## src/rtl/uart_rx_deser_gen_pkg.sv

```systemverilog
// Shared types and helpers for the UART RX deserializer (uart_rx_pkg).
// Optional parity support is selected with UART_RX_DESER_PARITY_EN.
package uart_rx_pkg;

  typedef enum logic [1:0] {
    IDLE   = 2'd0,
    SHIFT  = 2'd1,
    PARITY = 2'd2,
    DONE   = 2'd3
  } rx_state_e;

  localparam logic PAR_EVEN = 1'b0;
  localparam logic PAR_ODD  = 1'b1;

  localparam int unsigned MIN_DATA_LEN = 5;

  // Out-of-range word lengths fall back to the widest supported frame.
  function automatic int unsigned clamp_len(input int unsigned len,
                                            input int unsigned max_len);
    if (len < MIN_DATA_LEN || len > max_len) begin
      return max_len;
    end
    return len;
  endfunction

endpackage

```

## src/rtl/uart_rx_deser_gen_out_reg.sv

```systemverilog
// Valid/ready holding register for received words with overrun pulse.
// Parity error flag travels with the word when UART_RX_DESER_PARITY_EN is set.
module uart_rx_out_reg #(
  parameter int unsigned DATA_W = 8
) (
  input  logic              CLK,
  input  logic              RST,
  input  logic              load,
  input  logic [DATA_W-1:0] word,
`ifdef UART_RX_DESER_PARITY_EN
  input  logic              par_in,
  output logic              par_err,
`endif
  input  logic              data_ready,
  output logic [DATA_W-1:0] p_data,
  output logic              data_valid,
  output logic              overrun
);

  logic [DATA_W-1:0] p_data_q, p_data_d;
  logic              valid_q, valid_d;
  logic              overrun_q, overrun_d;
  logic              par_err_q, par_err_d;

  // Accept a new word when empty or being drained, otherwise flag overrun.
  always_comb begin
    p_data_d  = p_data_q;
    valid_d   = valid_q;
    overrun_d = 1'b0;
    par_err_d = par_err_q;
    if (load) begin
      if (!valid_q || data_ready) begin
        p_data_d = word;
        valid_d  = 1'b1;
`ifdef UART_RX_DESER_PARITY_EN
        par_err_d = par_in;
`else
        par_err_d = 1'b0;
`endif
      end else begin
        overrun_d = 1'b1;
      end
    end else if (valid_q && data_ready) begin
      valid_d   = 1'b0;
      par_err_d = 1'b0;
    end
  end

  // Holding register state.
  always_ff @(posedge CLK or negedge RST) begin
    if (!RST) begin
      p_data_q  <= '0;
      valid_q   <= 1'b0;
      overrun_q <= 1'b0;
      par_err_q <= 1'b0;
    end else begin
      p_data_q  <= p_data_d;
      valid_q   <= valid_d;
      overrun_q <= overrun_d;
      par_err_q <= par_err_d;
    end
  end

  assign p_data     = p_data_q;
  assign data_valid = valid_q;
  assign overrun    = overrun_q;
`ifdef UART_RX_DESER_PARITY_EN
  assign par_err    = par_err_q;
`else
  logic unused_par;
  assign unused_par = par_err_q;
`endif

endmodule

```

## src/rtl/uart_rx_deser_gen.sv

```systemverilog
// UART RX deserializer: bit counter, frame FSM, runtime length/bit order,
// and a valid/ready output stage. Parity: define UART_RX_DESER_PARITY_EN.
module uart_rx_deser_gen
  import uart_rx_pkg::*;
#(
  parameter int unsigned DATA_W  = 8,
  parameter int unsigned PRESC_W = 6,
  parameter int unsigned LEN_W   = $clog2(DATA_W + 1)
) (
  input  logic               CLK,
  input  logic               RST,
  input  logic               deser_en,
  input  logic               sample_bit,
  input  logic [PRESC_W-1:0] edge_cnt,
  input  logic [PRESC_W-1:0] Prescale,
  input  logic [LEN_W-1:0]   data_len,
  input  logic               msb_first,
  input  logic               frame_start,
  input  logic               data_ready,
`ifdef UART_RX_DESER_PARITY_EN
  input  logic               par_en,
  input  logic               par_type,
  output logic               par_err,
`endif
  output logic [DATA_W-1:0]  P_DATA,
  output logic               data_valid,
  output logic               overrun
);

  rx_state_e         state_q, state_d;
  logic [DATA_W-1:0] sr_q, sr_d;
  logic [LEN_W-1:0]  cnt_q, cnt_d;
  logic [LEN_W-1:0]  len_q, len_d;
  logic              msb_q, msb_d;
`ifdef UART_RX_DESER_PARITY_EN
  logic              par_en_q, par_en_d;
  logic              par_type_q, par_type_d;
`endif

  logic [PRESC_W-1:0] presc_m1;
  logic               strobe;
  logic [LEN_W-1:0]   len_clamped;
  logic [LEN_W-1:0]   len_eff;
  logic               msb_eff;
  logic [DATA_W-1:0]  sr_shift;
  logic [DATA_W-1:0]  align_src;
  logic [DATA_W-1:0]  len_mask;
  logic [LEN_W-1:0]   shamt;
  logic [DATA_W-1:0]  word;
  logic               word_done;
  logic               par_calc;

  // Strobe at the last oversampling edge of each bit period (wrapping compare).
  always_comb begin
    presc_m1 = Prescale - PRESC_W'(1);
    strobe   = deser_en && (edge_cnt == presc_m1);
  end

  // Effective frame config: live inputs in IDLE (latch cycle), held values after.
  always_comb begin
    len_clamped = LEN_W'(clamp_len(32'(data_len), DATA_W));
    len_eff     = (state_q == IDLE) ? len_clamped : len_q;
    msb_eff     = (state_q == IDLE) ? msb_first   : msb_q;
    sr_shift    = msb_eff ? {sr_q[DATA_W-2:0], sample_bit}
                          : {sample_bit, sr_q[DATA_W-1:1]};
  end

  // Right-align the received bits; parity completion uses the held shift value.
  always_comb begin
`ifdef UART_RX_DESER_PARITY_EN
    align_src = (state_q == PARITY) ? sr_q : sr_shift;
`else
    align_src = sr_shift;
`endif
    shamt    = LEN_W'(DATA_W) - len_eff;
    len_mask = ~({DATA_W{1'b1}} << len_eff);
    word     = msb_eff ? (align_src & len_mask) : (align_src >> shamt);
  end

  // Frame FSM: next state, shift register, bit counter and config latch.
  always_comb begin
    state_d   = state_q;
    sr_d      = sr_q;
    cnt_d     = cnt_q;
    len_d     = len_q;
    msb_d     = msb_q;
    word_done = 1'b0;
    par_calc  = 1'b0;
`ifdef UART_RX_DESER_PARITY_EN
    par_en_d   = par_en_q;
    par_type_d = par_type_q;
`endif
    if (frame_start) begin
      state_d = IDLE;
      sr_d    = '0;
      cnt_d   = '0;
    end else begin
      unique case (state_q)
        IDLE: begin
          if (strobe) begin
            sr_d    = sr_shift;
            cnt_d   = LEN_W'(1);
            len_d   = len_clamped;
            msb_d   = msb_first;
`ifdef UART_RX_DESER_PARITY_EN
            par_en_d   = par_en;
            par_type_d = par_type;
`endif
            state_d = SHIFT;
          end
        end
        SHIFT: begin
          if (strobe) begin
            sr_d  = sr_shift;
            cnt_d = cnt_q + LEN_W'(1);
            if (cnt_q == len_q - LEN_W'(1)) begin
`ifdef UART_RX_DESER_PARITY_EN
              if (par_en_q) begin
                state_d = PARITY;
              end else begin
                state_d   = DONE;
                word_done = 1'b1;
              end
`else
              state_d   = DONE;
              word_done = 1'b1;
`endif
            end
          end
        end
        PARITY: begin
`ifdef UART_RX_DESER_PARITY_EN
          if (strobe) begin
            state_d   = DONE;
            word_done = 1'b1;
            par_calc  = ((^word) ^ sample_bit) != par_type_q;
          end
`else
          state_d = IDLE;
`endif
        end
        DONE: begin
          state_d = IDLE;
          cnt_d   = '0;
        end
        default: state_d = IDLE;
      endcase
    end
  end

  // Frame state registers.
  always_ff @(posedge CLK or negedge RST) begin
    if (!RST) begin
      state_q <= IDLE;
      sr_q    <= '0;
      cnt_q   <= '0;
      len_q   <= LEN_W'(DATA_W);
      msb_q   <= 1'b0;
`ifdef UART_RX_DESER_PARITY_EN
      par_en_q   <= 1'b0;
      par_type_q <= PAR_EVEN;
`endif
    end else begin
      state_q <= state_d;
      sr_q    <= sr_d;
      cnt_q   <= cnt_d;
      len_q   <= len_d;
      msb_q   <= msb_d;
`ifdef UART_RX_DESER_PARITY_EN
      par_en_q   <= par_en_d;
      par_type_q <= par_type_d;
`endif
    end
  end

`ifndef UART_RX_DESER_PARITY_EN
  logic unused_calc;
  assign unused_calc = par_calc;
`endif

  uart_rx_out_reg #(
    .DATA_W (DATA_W)
  ) u_out_reg (
    .CLK        (CLK),
    .RST        (RST),
    .load       (word_done),
    .word       (word),
`ifdef UART_RX_DESER_PARITY_EN
    .par_in     (par_calc),
    .par_err    (par_err),
`endif
    .data_ready (data_ready),
    .p_data     (P_DATA),
    .data_valid (data_valid),
    .overrun    (overrun)
  );

endmodule

```

## config.mk

```make
export PLATFORM = sky130hd
export DESIGN_NAME = uart_rx_deser_gen
export DESIGN_NICKNAME = d
export VERILOG_FILES = /design/src/rtl/uart_rx_deser_gen_pkg.sv /design/src/rtl/uart_rx_deser_gen_out_reg.sv /design/src/rtl/uart_rx_deser_gen.sv
export SDC_FILE = /design/constraint.sdc
export NUM_CORES = 1
export LEC_CHECK = 0
export BUFFER_PORTS_ARGS = -buffer_cell sky130_fd_sc_hd__buf_2
export CELL_PAD_IN_SITES_DETAIL_PLACEMENT = 0
export CELL_PAD_IN_SITES_GLOBAL_PLACEMENT = 1
export CORE_MARGIN = 3
export CORE_UTILIZATION = 45
export CTS_BUF_LIST = sky130_fd_sc_hd__clkbuf_4
export CTS_CLUSTER_DIAMETER = 100
export DETAILED_ROUTE_END_ITERATION = 7
export PLACE_DENSITY = 0.78
export SYNTH_ARGS = -nofsm -noshare
export SYNTH_HDL_FRONTEND = slang
export SYNTH_SLANG_ARGS = --single-unit
export TNS_END_PERCENT = 1
```

## constraint.sdc

```tcl
create_clock -name CLK -period 3 [get_ports CLK]
set_input_delay 0.6 -clock CLK [delete_from_list [all_inputs] [get_ports CLK]]
set_output_delay 0.6 -clock CLK [all_outputs]
set_load 0.01 [all_outputs]
```

==> results of run 1 <==
## logic make-up (layout without fill, tap and decap cells)
| kind of cell | Yosys count | in the layout |
|---|---|---|
| adders and majority gates | 7 | 7 |
| AOI/OAI and AO/OA | 65 | 65 |
| muxes | 16 | 16 |
| buffers and inverters | 27 | 63 |
| DFF | 29 | 29 |
| and+or+nand+nor | 92 | 92 |
| xor gates and xnor gates | 12 | 12 |
## cell usage after synthesis (3+ instances only)
| library cell | n | area, µm² |
|---|---|---|
| xnor2_1 | 8 | 70.1 |
| mux2_4 | 4 | 60.1 |
| buf_2 | 6 | 30.0 |
| nor3_1 | 7 | 35.0 |
| nand2_1 | 11 | 41.3 |
| dfrtp_1 | 28 | 701 |
| and3_1 | 3 | 18.8 |
| nand2b_1 | 4 | 25.0 |
| ha_1 | 7 | 87.6 |
| mux2i_1 | 8 | 80.1 |
| nor2_1 | 14 | 52.6 |
| o21ai_0 | 16 | 80.1 |
| a32oi_1 | 3 | 26.3 |
| nand3_1 | 18 | 90.1 |
| a31oi_1 | 4 | 25.0 |
| o2bb2ai_1 | 7 | 61.3 |
| nor2b_1 | 9 | 56.3 |
| inv_1 | 15 | 56.3 |
| and2_1 | 6 | 37.5 |
| a21oi_1 | 10 | 50.1 |
| and3b_1 | 3 | 26.3 |
| xor2_1 | 4 | 35.0 |
## power groups by stage
stage	Clock [mW]	Combinational, mW	Sequential, mW
floorplan	0	0.115	0.413
global placement	0	0.156	0.421
detailed placement	0	0.157	0.421
CTS	0.232	0.157	0.413
global route	0.250	0.176	0.415
finish	0.224	0.157	0.413
## worst max-delay path, stage by stage (launching register included)
cell     delay [ns]
dfrtp_1        0.48
nor2_1         0.31
nand2_1        0.08
o21ai_0        0.17
inv_1          0.08
ha_1           0.20
ha_1           0.38
nor2b_1        0.20
and3_1         0.20
a211o_1        0.27
o31a_1         0.28
## final cells by class
cell class / instances / area (µm²) / share of cell area
Multi-Input combinational cell: 192 / 1400 / 0.552
Inverter: 16 / 60.1 / 0.0237
Timing Repair Buffer: 39 / 213 / 0.0840
Sequential cell: 29 / 727 / 0.287
Clock inverter: 3 / 12.5 / 0.00494
Tap cell: 67 / 83.8 / 0.0331
Clock buffer: 5 / 37.5 / 0.0148
## per-layer routing
metal | routed length (µm) | part of all wire | track usage | vias up
met2 | 2170 | 0.42 | 0.271 | 78
met5 | 0 | 0 | 0 | -
met1 | 2540 | 0.49 | 0.269 | 907
met3 | 378 | 0.073 | 0.0493 | 7
li1 | - | - | - | 983
met4 | 93 | 0.018 | 0.0688 | 0
## layout by cell type, fill, tap and decap left out, types with 3 or more instances in the layout
cell type,synthesis,final
nand2_1,11,11
and2_1,6,6
ha_1,7,7
xnor2_1,8,8
a32oi_1,3,3
buf_2,6,32
mux2i_1,8,8
nand2b_1,4,4
dfrtp_1,28,28
o2bb2ai_1,7,7
inv_1,15,15
clkinv_1,1,3
o21ai_0,16,16
nor3_1,7,7
and3_1,3,3
nand3_1,18,18
xor2_1,4,4
nor2b_1,9,9
nor2_1,14,14
buf_4,0,7
and3b_1,3,3
clkbuf_4,0,5
a21oi_1,10,10
a31oi_1,4,4
mux2_4,4,4
## worst paths after layout
path,to,slack [ns],cells after the start
worst max register to register,u_out_reg.p_data[1],0.25,10
worst max-delay path,u_out_reg.p_data[1],0.25,10
worst min-delay path,cnt_q[1],0.28,1
worst min register to register,u_out_reg.p_data[7],0.48,2
max in group asynchronous,sr_q[6],2.30,1
min in group CLK,u_out_reg.p_data[7],0.48,2
## sequential cells by signal, indices dropped and copies added, names as in the netlist
signal                cells
u_out_reg.p_data          8
u_out_reg.data_valid      1
msb_q                     1
u_out_reg.overrun         1
len_q                     4
sr_q                      8
state_q                   2
cnt_q                     4
==> results by group, run 1 <==
Die
  • Row cnt: 25
  • Die width: 76.7 µm
  • Die H: 76.7 µm
  • IO Count: 33
  • Full die area: 5890 µm²
  • Starting Density: 0.470
  • CORE AREA: 4790 µm²

CTS
  • TritonCTS Buffers: 5
  • Clock-pin transition on the worst setup and hold timing paths: 0.09 ns
  • Post-CTS Resized: 0
  • Postcts setup bufs: 0
  • Clk sinks: 29
  • Post-CTS Hold Buffers: 0
  • Clk_lat worst skew: 0.34 ns
  • Maximum clock insertion buffer count: 2
  • TritonCTS clock tree: done
  • H-tree depth: 2
  • Clock root buffer: clkbuf_4

Logic synthesis
  • EDFF count, synth: 0
  • XOR/XNOR share of the synthesized area: 0.0467
  • Post-synthesis simple-gate area fraction: 0.233
  • Post-synthesis mux area share: 0.0923
  • Synth warnings: 0
  • Cells after Synth: 248
  • Main synth FF type: dfrtp_1
  • Seq/Total Area, Yosys: 0.323
  • Synth Register Bits: 29
  • Synth async-reset ratio: 1.00
  • Distinct cell type count after synthesis: 60
  • Cell Area, Synth: around 2300 µm²
  • Post-Synth Adder-Cell Area: 0.0389
  • Syn Nets: 278
  • Compound-gate portion of the synthesized area: 0.210
  • Largest family of logic cells by synthesized area: simple AND/OR/NAND/NOR gates
  • Avg Cell Area, Syn: 9.08 µm²

Power
  • Total power: about 0.79 mW
  • Power per cell area: 314 nW/µm²
  • Leak: 1.23 nW
  • Int Power: 0.554 mW
  • Clk pwr share: 0.282
  • Logic pwr share: 0.198
  • Psw: 0.240 mW
  • Register share of total power: 0.520
  • Switching share of power: 0.302
  • Peak supply drop: 0.000148 V

Detailed routing
  • Detailed Route Iter0 Violations: 210
  • Final wirelength: ~5200 µm
  • Routed via count: 1975
  • DRC viols: 0
  • Routed length per instance: 14.7 µm
  • Post-detailed-route count of antenna-violating nets: 0
  • Vias per inst: between 5 and 6
  • TritonRoute pass-1 iters: 4

STA
  • Worst Tran Pin Value: approximately 0.65 ns
  • RSZ-0062 raised after global routing: no
  • Fin crit share: 0.917
  • Fin. Hold Viols: 0
  • Setup violators final: 0
  • Slew margin rel.: 0.564
  • Clock Skew: 0.00691 ns
  • Fin. max-slew vios: 0
  • Final WS setup: 0.248 ns
  • Achievable Freq: 363 MHz
  • Setup TNS Final: 0 ns
  • Post-layout min period: 2.75 ns
  • Hold_ws: 0.279 ns

Place
  • Cell Area, Placed: 2480 µm²
  • Gpl congestion: 0.888
  • Post-placement cell count: roughly 340
  • Placement Setup Slack: 0.122 ns
  • HPWL after detailed placement: 4040 µm
  • Number of I/O port buffers: 32

Worst setup path
  • Endpoint class of the critical path: flop
  • Crit Path Max Fanout: 8
  • Worst setup startpoint: state_q[0]
  • Crit path DAT: 2.98 ns
  • CP required: 3.23 ns
  • Worst r2r src: state_q[0]
  • Critical path type: flop to flop
  • Startpoint Class: flop

Status
  • Outcome: finished, final reports clean

Final layout
  • Fin nets: 313
  • Final core utilization: 0.529
  • Design area: around 2500 µm²
  • Diode count: 0
  • Filler cell count: 470
  • Post-Layout Cell Count: 351
  • Layout cells sized above 1: 0.225
  • Syn-to-layout area delta: 12.5%

GRT
  • First-pass GRT wire length: ~8800 µm
  • Global Route Usage Sum: 0.188
  • Vias in the first global route: 1853
  • Initial antenna violation count: 0
  • Grt ovf: 0
  • Largest net degree at the start of global routing: 30

Min path
  • Hold Path Class: input port to asynchronous set/reset pin

Flow run
  • Max Cap Viol: 0
Power figures use the tool's default switching activity.
==> run 2, diff against run 1 <==
clock period = 2.7 ns   (was 3 ns; I/O delays follow)
==> run 2 against run 1 <==
Net effect: non-clock buffer count up 7; flip-flop and latch count stayed put; sequential power up 11%; count of clock-buffer cells in the layout grew 1; first-iteration DRC count fell by 37%.
==> results by group, run 2 (synthesis gave the netlist of run 1 again) <==
Power
  • Register share of total power: 0.502
  • Power per cell area: ~350 nW/µm²
  • Psw: 0.271 mW
  • Leak: 1.27 nW
  • Int Power: 0.639 mW
  • Total power: just over 0.9 mW
  • Peak supply drop: 0.000276 V
  • Clk pwr share: 0.288
  • Switching share of power: 0.298
  • Logic pwr share: 0.210

GRT
  • Vias in the first global route: ~2000
  • Global Route Usage Sum: 0.196
  • First-pass GRT wire length: approximately 9400 µm
  • Initial antenna violation count: 0
  • Largest net degree at the start of global routing: 30
  • Grt ovf: 0

CTS
  • Clock-pin transition on the worst setup and hold timing paths: 0.10 ns
  • H-tree depth: 2
  • Clock root buffer: clkbuf_4
  • TritonCTS clock tree: done
  • Post-CTS Hold Buffers: 0
  • Maximum clock insertion buffer count: 2
  • Clk_lat worst skew: approximately 0.34 ns
  • TritonCTS Buffers: 5
  • Clk sinks: 29
  • Postcts setup bufs: 0

Worst setup path
  • Crit Path Max Fanout: 8
  • CP Cell Sequence: or2_2 > nor3_2 > a21oi_1 > ha_1 > nor2b_1 > and3_1 > a211o_1 > o31a_1
  • R2r worst-path depth: 8
  • Critical path type: flop to flop
  • R2R Setup Slk: 0.15 ns
  • Endpoint class of the critical path: flop
  • CP required: 2.92 ns
  • Crit path largest cell delay: approximately 0.44 ns
  • Critical-path top delay cell: dfrtp_1
  • Crit path DAT: 2.77 ns
  • Worst r2r src: state_q[1]
  • Startpoint Class: flop
  • Reg-to-Reg End: u_out_reg.p_data[1]

STA
  • Slew margin rel.: 0.559
  • Fin crit share: 0.944
  • RSZ-0062 raised after global routing: no
  • Fin. max-slew vios: 0
  • Achievable Freq: 392 MHz
  • Worst Tran Pin Value: ~0.66 ns
  • Fin. Hold Viols: 0
  • Setup violators final: 0
  • Hold_ws: 0.221 ns
  • Post-layout min period: 2.55 ns
  • Final WS setup: approximately 0.15 ns
  • Clock Skew: roughly 0.011 ns

Die
  • Starting Density: 0.470
  • Die H: 76.7 µm
  • Row cnt: 25
  • Full die area: around 6000 µm²
  • Die width: approximately 77 µm
  • IO Count: 33
  • CORE AREA: approximately 4800 µm²

Final layout
  • Syn-to-layout area delta: 15.7%
  • Diode count: 0
  • Post-Layout Cell Count: about 360
  • Most common cell after layout, fill and taps aside: buf_2
  • Fin nets: 320
  • Final core utilization: 0.544
  • Layout cells sized above 1: 0.258
  • Most frequent cells in the layout: 32 x buf_2, 28 x dfrtp_1, 18 x nand3_1, 16 x o21ai_0, 15 x inv_1

Detailed routing
  • Top sig layer: met4
  • Post-detailed-route count of antenna-violating nets: 0
  • Routed length per instance: between 15 and 20 µm
  • Vias per inst: 5.54
  • Met2 WL: 2320 µm
  • Detailed Route Iter0 Violations: 132
  • TritonRoute pass-1 iters: 4
  • Final wirelength: 5370 µm
  • DRC viols: 0
  • Routed via count: between 1500 and 2000
  • M1 wire length: 2620 µm
  • Routed wl met3: 369 µm

Status
  • Outcome: finished, final reports clean

Place
  • Post-placement cell count: 350
  • HPWL after detailed placement: 4220 µm
  • Placement Setup Slack: -0.0342 ns
  • Gpl congestion: 0.927
  • Number of I/O port buffers: 32

Flow run
  • Max Cap Viol: 0

Min path
  • Hold Path Class: input port to asynchronous set/reset pin
## run 2: cell type report
class	instances	area [µm²]
multi-input combinational	192	1410
tap	67	83.8
clock buffer	6	45.0
sequential	29	727
timing repair buffer	46	265
clock inverter	2	10.0
inverter	16	60.1
fill	458	2180
## run 2: critical path: cells and delay by family (launching register included)
family                     cells  cell delay [ns]
AOI/OAI and AO/OA              3             0.62
adders and majority gates      1             0.41
DFF                            1             0.44
and+or+nand+nor                4             0.97
## run 2: how the worst max path moves through the flow
stage | from | to | slack, ns | depth (start not counted)
after floorplan | state_q[1] | u_out_reg.p_data[1] | 0.03 | 10
after global placement | data_len[3] | u_out_reg.p_data[1] | 0.02 | 11
after detailed placement | data_len[3] | u_out_reg.p_data[1] | -0.03 | 11
after CTS | state_q[1] | u_out_reg.p_data[1] | 0.08 | 10
after global routing | state_q[1] | u_out_reg.p_data[0] | 0.04 | 8
final | state_q[1] | u_out_reg.p_data[1] | 0.15 | 8
## run 2: power by group through the flow
stage          logic, mW  registers [mW]  clock network [mW]
2_1_floorplan      0.127           0.459                   0
3_5_place_dp       0.188           0.465                   0
5_1_grt            0.212           0.459               0.299
6_report           0.191           0.457               0.262
3_3_place_gp       0.187           0.465                   0
4_1_cts            0.190           0.457               0.275
## run 2: metal layers
layer | vias to the layer above | global-route usage
met1 | 904 | 0.279
li1 | 1003 | -
met2 | 67 | 0.291
met3 | 9 | 0.0446
met4 | 0 | 0.0707
met5 | - | 0
## run 2: repair_timing
item | CTS | global route
endpoints found under the setup margin | 0 | 4
resized for setup | 0 | 4
endpoints found under the hold margin | 0 | 0
## run 2: per-stage QoR
| step | TNS [ns] | area, µm² |
|---|---|---|
| 3_5_place_dp | -0.0342 | 2530 |
| 2_1_floorplan | 0 | 2250 |
| 4_1_cts | 0 | 2590 |
| 3_3_place_gp | 0 | 2530 |
| 6_report | 0 | 2600 |
| 5_1_grt | 0 | 2600 |
==> run 3, diff against run 2 <==
REMOVE_ABC_BUFFERS = 1   (was unset)
==> run 3 against run 2 <==
Net effect: critical path depth shrank 1; maximum frequency decreased by 1.5%; via count increased by 1.5%; wire length rose by 1.2%; sequential power is essentially flat; hold slack improved by 0.0094 ns; total power rose by 21%.
==> results by group, run 3 (synthesis gave the netlist of run 1 again) <==
Worst setup path
  • Crit path DAT: 2.85 ns
  • CP most frequent cell: a21oi_1
  • R2r worst-path depth: 7
  • Reg-to-Reg End: u_out_reg.p_data[2]
  • CP Depth: 7
  • CP required: 2.97 ns
  • Worst setup startpoint: state_q[1]
  • CP Cell Sequence: buf_4 > or3b_1 > a21oi_1 > a21oi_1 > mux4_2 > o311ai_0 > mux2_2
  • Bufs and invs on worst path: 1
  • Endpoint class of the critical path: flop
  • Startpoint Class: flop
  • Crit Path Max Fanout: 15
  • Critical-path top delay cell: or3b_1
  • CP endpoint: u_out_reg.p_data[2]
  • Worst r2r src: state_q[1]
  • Critical path type: flop to flop
  • R2R Setup Slk: 0.11 ns
  • Crit-path leading delay family: compound AO/OA/AOI/OAI gates
  • Crit path largest cell delay: around 0.52 ns

Die
  • Starting Density: 0.470
  • Row cnt: 25
  • Full die area: roughly 6000 µm²
  • IO Count: 33
  • CORE AREA: between 4000 and 5000 µm²
  • Die width: 76.7 µm
  • Die H: between 70 and 80 µm

Status
  • Outcome: finished, final reports clean

GRT
  • Largest net degree at the start of global routing: 30
  • Grt ovf: 0
  • Initial antenna violation count: 0
  • Vias in the first global route: approximately 1900
  • First-pass GRT wire length: 9230 µm
  • Global Route Usage Sum: 0.195

Place
  • Number of I/O port buffers: 32
  • Post-placement cell count: 353
  • Placement Setup Slack: -0.0729 ns
  • Gpl congestion: 0.978
  • HPWL after detailed placement: 4280 µm

STA
  • Fin. Hold Viols: 0
  • Worst Tran Pin Value: ~0.65 ns
  • RSZ-0062 raised after global routing: no
  • Post-layout min period: 2.59 ns
  • Final WS setup: 0.112 ns
  • Achievable Freq: 386 MHz
  • Fin crit share: 0.958
  • Setup violators final: 0
  • Clock Skew: 0.0108 ns
  • Slew margin rel.: 0.564
  • Fin. max-slew vios: 0

Final layout
  • Multi-input gate area: roughly 1400 µm²
  • Diode count: 0
  • Register Area: 727 µm²
  • Filler cell count: 461
  • Most frequent cells in the layout: 32 x buf_2, 28 x dfrtp_1, 18 x nand3_1, 17 x buf_4, 16 x o21ai_0
  • Most common cell after layout, fill and taps aside: buf_2
  • Fin nets: around 320
  • Layout cells sized above 1: 0.265
  • Post-Layout Cell Count: 361
  • Syn-to-layout area delta: 18.7%

CTS
  • Maximum clock insertion buffer count: 2
  • H-tree depth: 2
  • Postcts setup bufs: 0
  • Clock-pin transition on the worst setup and hold timing paths: 0.09 ns
  • Clk_lat worst skew: 0.33 ns
  • Clk sinks: 29
  • TritonCTS clock tree: done
  • TritonCTS Buffers: 5
  • Clock root buffer: clkbuf_4

Detailed routing
  • Routed length per instance: roughly 15 µm
  • Routed via count: 2013
  • TritonRoute pass-1 iters: 5
  • Vias per inst: 5.58
  • Detailed Route Iter0 Violations: 161
  • Post-detailed-route count of antenna-violating nets: 0
  • DRC viols: 0
  • Final wirelength: 5440 µm

Power
  • Power per cell area: 411 nW/µm²
  • Leak: 1.30 nW
  • Peak supply drop: 0.000249 V

Min path
  • Hold Path Class: input port to asynchronous set/reset pin

Flow run
  • Max Cap Viol: 0
-- run 3: changes by cell type in the layout (fill, tap and decap cells not counted), sizes merged --
cell / previous run / this run
buf: 46 / 49
bufinv: 0 / 2
clkinv: 3 / 1
clkbuf: 6 / 5
clkinvlp: 0 / 1
-- run 3: power breakdown --
part	switching, mW	leakage, nW	total, mW	internal [mW]
clock	0.157	0.0552	0.444	0.287
combinational	0.106	0.848	0.198	0.0918
sequential	0.0130	0.401	0.457	0.444
-- run 3: layer usage --
| metal | track usage | wire [µm] | share of wire |
|---|---|---|---|
| met5 | 0 | 0 | 0 |
| met4 | 0.0725 | 71 | 0.013 |
| met3 | 0.0434 | 335 | 0.062 |
| met2 | 0.282 | 2320 | 0.43 |
| met1 | 0.284 | 2710 | 0.50 |
-- run 3: what timing repair did --
item / 4_1_cts / 5_1_grt
setup endpoints to repair: 0 / 3
resized for setup: 0 / 3
hold buffers: 0 / 0
-- run 3: per-stage QoR --
step	hold WS, ns	setup TNS (ns)	utilization	power, mW	instance area, µm²
floorplan	0.244	-1.17	-	0.582	2190
global placement	0.457	0	0.534	0.659	2560
detailed placement	0.461	-0.0729	0.534	0.660	2560
CTS	0.238	0	0.556	1.11	2660
global route	0.258	0	0.558	1.16	2670
finish	0.231	0	0.558	1.10	2670
-- run 3: worst min-delay path by stage --
stage	startpoint	to	slack, ns	depth (start not counted)
finish	RST	cnt_q[3]	0.23	1
detailed placement	u_out_reg.p_data[3]	u_out_reg.p_data[3]	0.46	1
floorplan	RST	cnt_q[0]	0.24	0
global route	RST	u_out_reg.p_data[1]	0.26	1
CTS	RST	u_out_reg.p_data[1]	0.24	1
global placement	u_out_reg.p_data[3]	u_out_reg.p_data[3]	0.46	1
-- run 3: area by class of cell --
| cell class | count | share of cell area |
|---|---|---|
| Multi-Input combinational cell | 192 | 0.527 |
| Sequential cell | 29 | 0.272 |
| Timing Repair Buffer | 49 | 0.108 |
| Tap cell | 67 | 0.0314 |
| Clock inverter | 3 | 0.0243 |
| Inverter | 16 | 0.0239 |
| Clock buffer | 5 | 0.0140 |
